===== config.mk =====
export PLATFORM = sky130hd
export DESIGN_NAME = interrupt_controller_flat
export DESIGN_NICKNAME = d
export VERILOG_FILES = /design/src/rtl/interrupt_controller_if.sv /design/src/rtl/interrupt_controller.sv /design/src/flat_wrapper.sv
export SDC_FILE = /design/constraint.sdc
export NUM_CORES = 1
export LEC_CHECK = 0
export CAP_MARGIN = 5
export CORE_ASPECT_RATIO = 1.5
export CORE_MARGIN = 2
export CORE_UTILIZATION = 41
export DETAILED_ROUTE_END_ITERATION = 8
export PLACE_DENSITY = 0.84
export REMOVE_ABC_BUFFERS = 1
export SLEW_MARGIN = 20
export SYNTH_ARGS = -nofsm -noshare
export SYNTH_HDL_FRONTEND = slang
export SYNTH_SLANG_ARGS = --single-unit

===== constraint.sdc =====
create_clock -name clock -period 1.49 [get_ports clock]
set_clock_uncertainty 0.1 [all_clocks]
set_input_delay 0.298 -clock clock [delete_from_list [all_inputs] [get_ports clock]]
set_output_delay 0.298 -clock clock [all_outputs]
set_load 0.01 [all_outputs]

===== src/rtl/interrupt_controller_if.sv =====
// -----------------------------------------------------------------------------
// interrupt_controller_if
//   CPU data-memory bus as seen by the interrupt controller.
//
//   addr     : data-memory address from the CPU
//   w_data   : CPU store data
//   w_en     : CPU store strobe (one store per cycle with w_en=1)
//   ret_addr : CPU return address (pc+1, or the taken jump target)
//   r_data   : register read data, combinational from addr
//   sel      : high when addr falls in the controller window 0xFC..0xFF
//
//   Bus semantics: there is no valid/ready handshake. A store is accepted
//   on every posedge where w_en=1; reads are purely combinational.
//
//   master : the CPU side
//   slave  : the interrupt controller side
// -----------------------------------------------------------------------------
interface interrupt_controller_if;
    logic [7:0] addr;
    logic [7:0] w_data;
    logic       w_en;
    logic [7:0] ret_addr;
    logic [7:0] r_data;
    logic       sel;

    modport master (
        output addr,
        output w_data,
        output w_en,
        output ret_addr,
        input  r_data,
        input  sel
    );

    modport slave (
        input  addr,
        input  w_data,
        input  w_en,
        input  ret_addr,
        output r_data,
        output sel
    );
endinterface


===== src/rtl/interrupt_controller.sv =====
// -----------------------------------------------------------------------------
// interrupt_controller
//   Four-source, rising-edge interrupt controller memory-mapped at 0xFC..0xFF.
//
//   Register map:
//     0xFC INT_STAT : [3:0] pending (write-1-to-clear), [5:4] serviced source
//                     index (read-only), [7:6] read as 0
//     0xFD INT_EN   : bit0 GIE, [4:1] per-source mask, [7:5] stored only
//     0xFE INT_VEC  : handler address, read/write
//     0xFF RET      : latched return address, read-only
//
//   Ports:
//     clock    : single clock, all state changes on posedge
//     reset_n  : asynchronous active-low reset
//     irq      : interrupt sources, synchronous, rising-edge sensitive
//     bus      : CPU data bus (slave modport)
//     int_req  : registered interrupt request, high for exactly one cycle
//     int_en   : INT_EN register contents
//     int_vec  : INT_VEC register contents
//
//   Sequencing: IDLE -> REQ (one cycle, int_req=1) -> SERVICE. On entry to
//   SERVICE the return address is captured and GIE is cleared. Software
//   returns by writing INT_EN with bit0=1, which also re-enables GIE.
// -----------------------------------------------------------------------------
module interrupt_controller (
    input  logic                        clock,
    input  logic                        reset_n,
    input  logic [3:0]                  irq,
    interrupt_controller_if.slave       bus,
    output logic                        int_req,
    output logic [7:0]                  int_en,
    output logic [7:0]                  int_vec
);

    typedef enum logic [1:0] {
        ST_IDLE    = 2'd0,
        ST_REQ     = 2'd1,
        ST_SERVICE = 2'd2
    } state_t;

    localparam logic [7:0] ADDR_STAT = 8'hFC;
    localparam logic [7:0] ADDR_EN   = 8'hFD;
    localparam logic [7:0] ADDR_VEC  = 8'hFE;
    localparam logic [7:0] ADDR_RET  = 8'hFF;

    state_t     state_q, state_d;
    logic       int_req_q, int_req_d;
    logic [7:0] int_en_q, int_en_d;
    logic [7:0] int_vec_q, int_vec_d;
    logic [7:0] ret_q, ret_d;
    logic [3:0] pending_q, pending_d;
    logic [1:0] svc_idx_q, svc_idx_d;
    logic [3:0] irq_prev_q, irq_prev_d;

    logic       wr_stat;
    logic       wr_en_reg;
    logic       wr_vec;
    logic [3:0] irq_rise;
    logic [3:0] clr_mask;
    logic [3:0] eligible;
    logic [1:0] pick_idx;

    // Register-select decode
    assign bus.sel   = (bus.addr[7:2] == 6'b111111);
    assign wr_stat   = bus.w_en && (bus.addr == ADDR_STAT);
    assign wr_en_reg = bus.w_en && (bus.addr == ADDR_EN);
    assign wr_vec    = bus.w_en && (bus.addr == ADDR_VEC);

    assign irq_rise  = irq & ~irq_prev_q;
    assign clr_mask  = wr_stat ? bus.w_data[3:0] : 4'h0;
    assign eligible  = pending_q & int_en_q[4:1];

    // Fixed priority, lowest index wins
    always_comb begin
        pick_idx = 2'd0;
        if (eligible[0])      pick_idx = 2'd0;
        else if (eligible[1]) pick_idx = 2'd1;
        else if (eligible[2]) pick_idx = 2'd2;
        else if (eligible[3]) pick_idx = 2'd3;
    end

    always_comb begin
        state_d    = state_q;
        svc_idx_d  = svc_idx_q;
        ret_d      = ret_q;
        int_en_d   = int_en_q;
        int_vec_d  = int_vec_q;
        irq_prev_d = irq;
        // OR-ing the new edges in after the clear makes a coincident set win
        pending_d  = (pending_q & ~clr_mask) | irq_rise;

        if (wr_en_reg) int_en_d  = bus.w_data;
        if (wr_vec)    int_vec_d = bus.w_data;

        case (state_q)
            ST_IDLE: begin
                if ((eligible != 4'h0) && int_en_q[0]) begin
                    state_d   = ST_REQ;
                    svc_idx_d = pick_idx;
                end
            end
            ST_REQ: begin
                state_d     = ST_SERVICE;
                ret_d       = bus.ret_addr;
                // GIE clear overrides a coincident software write to bit0
                int_en_d[0] = 1'b0;
            end
            ST_SERVICE: begin
                if (wr_en_reg && bus.w_data[0]) state_d = ST_IDLE;
            end
            default: state_d = ST_IDLE;
        endcase

        int_req_d = (state_d == ST_REQ);
    end

    always_ff @(posedge clock or negedge reset_n) begin
        if (!reset_n) begin
            state_q    <= ST_IDLE;
            int_req_q  <= 1'b0;
            int_en_q   <= 8'h00;
            int_vec_q  <= 8'h00;
            ret_q      <= 8'h00;
            pending_q  <= 4'h0;
            svc_idx_q  <= 2'd0;
            irq_prev_q <= 4'h0;
        end else begin
            state_q    <= state_d;
            int_req_q  <= int_req_d;
            int_en_q   <= int_en_d;
            int_vec_q  <= int_vec_d;
            ret_q      <= ret_d;
            pending_q  <= pending_d;
            svc_idx_q  <= svc_idx_d;
            irq_prev_q <= irq_prev_d;
        end
    end

    always_comb begin
        bus.r_data = 8'h00;
        case (bus.addr)
            ADDR_STAT: bus.r_data = {2'b00, svc_idx_q, pending_q};
            ADDR_EN:   bus.r_data = int_en_q;
            ADDR_VEC:  bus.r_data = int_vec_q;
            ADDR_RET:  bus.r_data = ret_q;
            default:   bus.r_data = 8'h00;
        endcase
    end

    assign int_req = int_req_q;
    assign int_en  = int_en_q;
    assign int_vec = int_vec_q;

endmodule

===== src/flat_wrapper.sv =====
// flat-port wrapper written by rule: the top's interface ports become plain ports
module interrupt_controller_flat 
  (clock, reset_n, irq, int_req, int_en, int_vec, bus_addr, bus_w_data, bus_w_en, bus_ret_addr, bus_r_data, bus_sel);
  interrupt_controller_if bus_i ();
  input  logic clock;
  input  logic reset_n;
  input  logic [3:0] irq;
  output logic int_req;
  output logic [7:0] int_en;
  output logic [7:0] int_vec;
  input wire logic [$bits(bus_i.addr)-1:0] bus_addr;
  input wire logic [$bits(bus_i.w_data)-1:0] bus_w_data;
  input wire logic [$bits(bus_i.w_en)-1:0] bus_w_en;
  input wire logic [$bits(bus_i.ret_addr)-1:0] bus_ret_addr;
  output wire logic [$bits(bus_i.r_data)-1:0] bus_r_data;
  output wire logic [$bits(bus_i.sel)-1:0] bus_sel;
  assign bus_i.addr = bus_addr;
  assign bus_i.w_data = bus_w_data;
  assign bus_i.w_en = bus_w_en;
  assign bus_i.ret_addr = bus_ret_addr;
  assign bus_r_data = bus_i.r_data;
  assign bus_sel = bus_i.sel;
  interrupt_controller u_core (.clock(clock), .reset_n(reset_n), .irq(irq), .bus(bus_i), .int_req(int_req), .int_en(int_en), .int_vec(int_vec));
endmodule

Word-level counts from Yosys, hierarchy flattened --
Index checks and enable logic that the tools add are counted.
Word-level totals: register bits 37, input port bits 31, output and inout port bits 26
Operators by class: eq/ne operators 8, muxes and demuxes 11, bitwise logic cells 6, reduce and logical (&&, ||, !) cells 9
Operators by type and width (count):
- equality test 8 bit (second input constant) | 4
- case mux 8 bit (4 select lines) | 1
- AND 4 bit | 3
- 2-to-1 mux 2 bit | 6
- NOT 4 bit | 2
- equality test 6 bit (second input constant) | 1
- case mux 2 bit (3 select lines) | 1
- logical AND 1 bit | 5
- equality test 2 x 1 -> 1 bit (second input constant) | 2
- 2-to-1 mux 4 bit | 1
- OR 4 bit | 1
- nonzero test 4 bit | 1
- equality test 2 bit (second input constant) | 1
- zero test 2 bit | 1
- 2-to-1 mux 1 bit | 2
- AND reduction 2 bit | 1
- nonzero test 2 bit | 1

Logic depth before layout (Yosys ltp) --
depth in word-level cells 6, gate-level depth with buffers 6

Worst setup path before layout --
No wires, ideal clock.
path type input to register, start input port bus_addr[1], end register u_core.int_en_q[1], in the netlist u_core.int_en[1], setup time 0.125 ns, arrival time 1.428 ns, slack -0.163 ns, cell stages on the path 5, path through buf_6 -> nand2b_1 -> or4_4 -> buf_6 -> mux2_4
On the way: longest elaborated chain between the ends 2
Ends and longest elaborated chain:
- from (decl) | RTL line flat_wrapper.sv:11 | input wire logic [$bits(bus_i.addr)-1:0] bus_addr;
- equality test 8 bit | RTL line interrupt_controller.sv:66 | assign wr_en_reg = bus.w_en && (bus.addr == ADDR_EN);
- logical AND 1 bit | RTL line interrupt_controller.sv:66
- to (signal assigned) | RTL line interrupt_controller.sv:130 | int_en_q <= int_en_d;
- to (decl) | RTL line interrupt_controller.sv:48 | logic [7:0] int_en_q, int_en_d;
Every way passes these cells. A chain may end at the register's enable or synchronous reset.

Final worst setup path --
start register u_core.int_en_q[2], in the netlist u_core.int_en[2], end output port bus_r_data[2]
On the way: longest elaborated chain between the ends 1
Ends and longest elaborated chain:
- case mux 8 bit (4 select lines) | RTL line interrupt_controller.sv:141 | case (bus.addr)
- to (decl) | RTL line flat_wrapper.sv:15 | output wire logic [$bits(bus_i.r_data)-1:0] bus_r_data;
Every way passes these cells.

==> impl_metrics.py <==
metrics = {
    "floorplanning": {
        "core_area_mm2": 0.00417,
        "fp.dieW_um": 57.3,
        "io_pins": 57,
        "rows": 29,
        "die_area_mm2": 0.00480,
        "initial_core_util": 0.418,
        "die_h_um": 83.9,
    },
    "finish": {
        "drive_gt1_frac": 0.534,
        "utilization": 0.690,
        "n_antenna_cell": 0,
        "nets": 264,
        "area_delta_synth_final_pct": 65.1,
    },
    "sta": {
        "fin_ws_ns": -0.335,
        "slew_violations": 0,
        "setup_viol_count_final": 21,
        "slew-limit-headroom": 0.860,
        "finalCritPeriodShare": 1.22,
        "rsz0062_at_grt": "true",
        "worstMarginPinSlew_ns": 0.208,
        "hold_viol_final": 0,
        "worst_hold_slack_ns": 0.263,
        "timing.fmax_mhz": 548,
        "timing.final.crit_period_ns": 1.83,
    },
    "pwr": {
        "power_w": 0.00230,
        "ir_worst_vdd_v": 0.00152,
        "leakagePower_nw": 1.44,
        "pwr-share-seq": 0.457,
        "p_switching_w": 0.000502,
        "p_int_w": 0.00179,
        "switching_share": 0.218,
        "clockPowerShare": 0.392,
        "pwr-share-comb": 0.151,
        "powerDensity_mw_per_mm2": 798,
    },
    "outcome": {
        "status": "complete, but fails checks",
        "failed_checks": "setup timing",
    },
    "grt": {
        "grt.total_usage": 0.203,
        "met3_usage": 0.0543,
        "busiest_layer": "met2",
        "grt_pass1_wl_mm": 7.27,
        "grt.met1_usage": 0.252,
        "gr-total-overflow": 0,
        "grt_max_degree": 38,
        "grt_pass1_vias": 1546,
        "use_met2": 0.320,
        "antenna_found_initial": 0,
    },
    "routing": {
        "firstDrtPassIters": 4,
        "ant_nets": 0,
        "routed_wl_mm": 4.55,
        "drcViolationCount": 0,
        "viasPerCell": 5.16,
        "num_vias": 1446,
        "drt-wirelength-per-cell_um": 16.2,
        "drtIter0Drc": 42,
    },
    "cts": {
        "clk_latency_ns": 0.30,
        "cts_tree": "done",
        "clock-sinks": 37,
        "cts_buffer_depth": 2,
        "cts.hold.buffers_added": 0,
        "htree_num_levels": 2,
        "cts_root_buffer": "clkbuf_8",
        "clk_pin_slew_worst_paths_ns": 0.08,
        "cts_buffers": 5,
    },
    "logic_synthesis": {
        "yosysTopAreaCell": "dfrtp_1",
        "synth_area_leaders": "dfrtp_1, mux2_2, mux4_1, mux2_4, a22o_1",
        "syn_avg_cell_area_um2": 13.7,
        "synth_simple_gate_area_share": 0.0976,
        "synth-xor-area-share": 0,
        "syn-instance-count": 127,
        "synth_top_family_by_area": "multiplexers",
        "synth.top_cells.by_count": "dfrtp_1, mux2_2, nand2_1, mux2_4, nor2b_1",
        "ys_async_sr_fraction": 1.00,
        "synth_seq_area_share": 0.531,
        "synthMuxAreaShare": 0.278,
        "yosysMostFrequentCell": "dfrtp_1",
        "yosysTopAreaCellShare": 0.531,
        "syn_area_mm2": 0.00174,
        "yosys_warnings": 0,
        "synth-adder-area-share": 0,
        "synth_enable_flop_cells": 0,
        "ys_ff_latch": 37,
        "synth_ff_type": "dfrtp_1",
        "synth-compound-area-share": 0.0574,
        "ys_types": 26,
    },
    "critical_path": {
        "cp_data_arrival_time_ns": 1.43,
        "cp-start-kind": "flip-flop",
        "rr_endpoint": "u_core.svc_idx_q[0]$_DFFE_PN0P_",
        "path_class": "reg -> out",
        "timing.rr.start": "u_core.int_en[2]$_DFFE_PN0P_",
        "reg2regPathDepth": 4,
        "crit_path_start": "u_core.int_en[2]$_DFFE_PN0P_",
        "path_max_fanout": 2,
        "worst_setup_path_end_kind": "output pin",
        "cp.required_ns": 1.09,
        "r2r_slack_ns": -0.07,
    },
    "flow_run": {
        "drv_cap": 0,
    },
    "min_path": {
        "hold_class": "in -> async",
    },
    "place": {
        "hpwl_mm": 3.11,
        "placement.io_buffers": 56,
        "dpl_worst_slack_ns": -1.07,
        "gp_congestion": 0.854,
    },
}
through the flow:
stage	cell area (µm²)	instances	setup TNS [ns]
after floorplan	1700	122	-2.08
after global placement	2580	257	-24.81
after detailed placement	2580	257	-25.39
after CTS	2760	278	-3.14
after global routing	2880	280	-3.73
final	2880	280	-2.89
cell families after synthesis:
kind of cell           count (synthesis)
AND/OR/NAND/NOR                       32
buffers and inverters                 11
flip-flops                            37
multiplexers                          33
AO/OA/AOI/OAI                         14
placed cells by master, fill, tap and decap left out, drive strengths merged, types with 7 or more instances in the layout:
cell type      synthesis  routed
clkdlybuf4s15          0       9
dfrtp                 37      37
nor2b                  7       7
buf                    3      69
clkbuf                 2       8
clkdlybuf4s50          0      21
nand2                 10      10
mux2                  24      24
final cells by class:
type,count,area (µm²)
fill,299,1290
sequential,37,926
timing repair buffer,104,922
multi-input combinational,79,831
clock buffer,6,82.6
tap,46,57.6
clock inverter,2,37.5
inverter,6,22.5
power by group through the flow:
stage,clock network [W],logic (W),registers [W]
after floorplan,0,0.0000694,0.00108
after global placement,0,0.000298,0.00106
after detailed placement,0,0.000303,0.00107
after CTS,0.000915,0.000320,0.00105
after global routing,0.000973,0.000374,0.00105
final,0.000900,0.000347,0.00105
how the worst max path moves through the flow:
stage / to / slack [ns] / cells after the start
floorplan: u_core.int_vec[0]$_DFFE_PN0P_ / -0.19 / 4
global placement: bus_r_data[2] / -1.02 / 4
detailed placement: bus_r_data[2] / -1.07 / 4
CTS: bus_r_data[3] / -0.34 / 3
global route: bus_r_data[2] / -0.38 / 3
finish: bus_r_data[2] / -0.34 / 3
what timing repair did:
action,4_1_cts,5_1_grt
setup endpoints to repair,47,37
hold endpoints to repair,0,0
pin swaps,5,6
setup buffers,13,7
gates resized for setup,132,28
worst max-delay path, cell delays in order, from the launching register on:
cell and delay (ns):
dfrtp_1 0.40, mux4_2 0.45, nor2b_1 0.14, buf_2 0.13
layer usage:
| layer | routed length (µm) | part of all wire |
|---|---|---|
| met1 | 1830 | 0.40 |
| met2 | 2310 | 0.51 |
| met3 | 247 | 0.054 |
| met4 | 162 | 0.036 |
| met5 | 0 | 0 |
flip-flops by register name, indices dropped and copies added, names as in the netlist:
| signal | count |
|---|---|
| u_core.int_en | 8 |
| u_core.irq_prev_q | 4 |
| u_core.state_q | 2 |
| u_core.svc_idx_q | 2 |
| u_core.int_vec | 8 |
| u_core.ret_q | 8 |
| u_core.int_req | 1 |
| u_core.pending_q | 4 |
(Power assumes the default switching activity.)
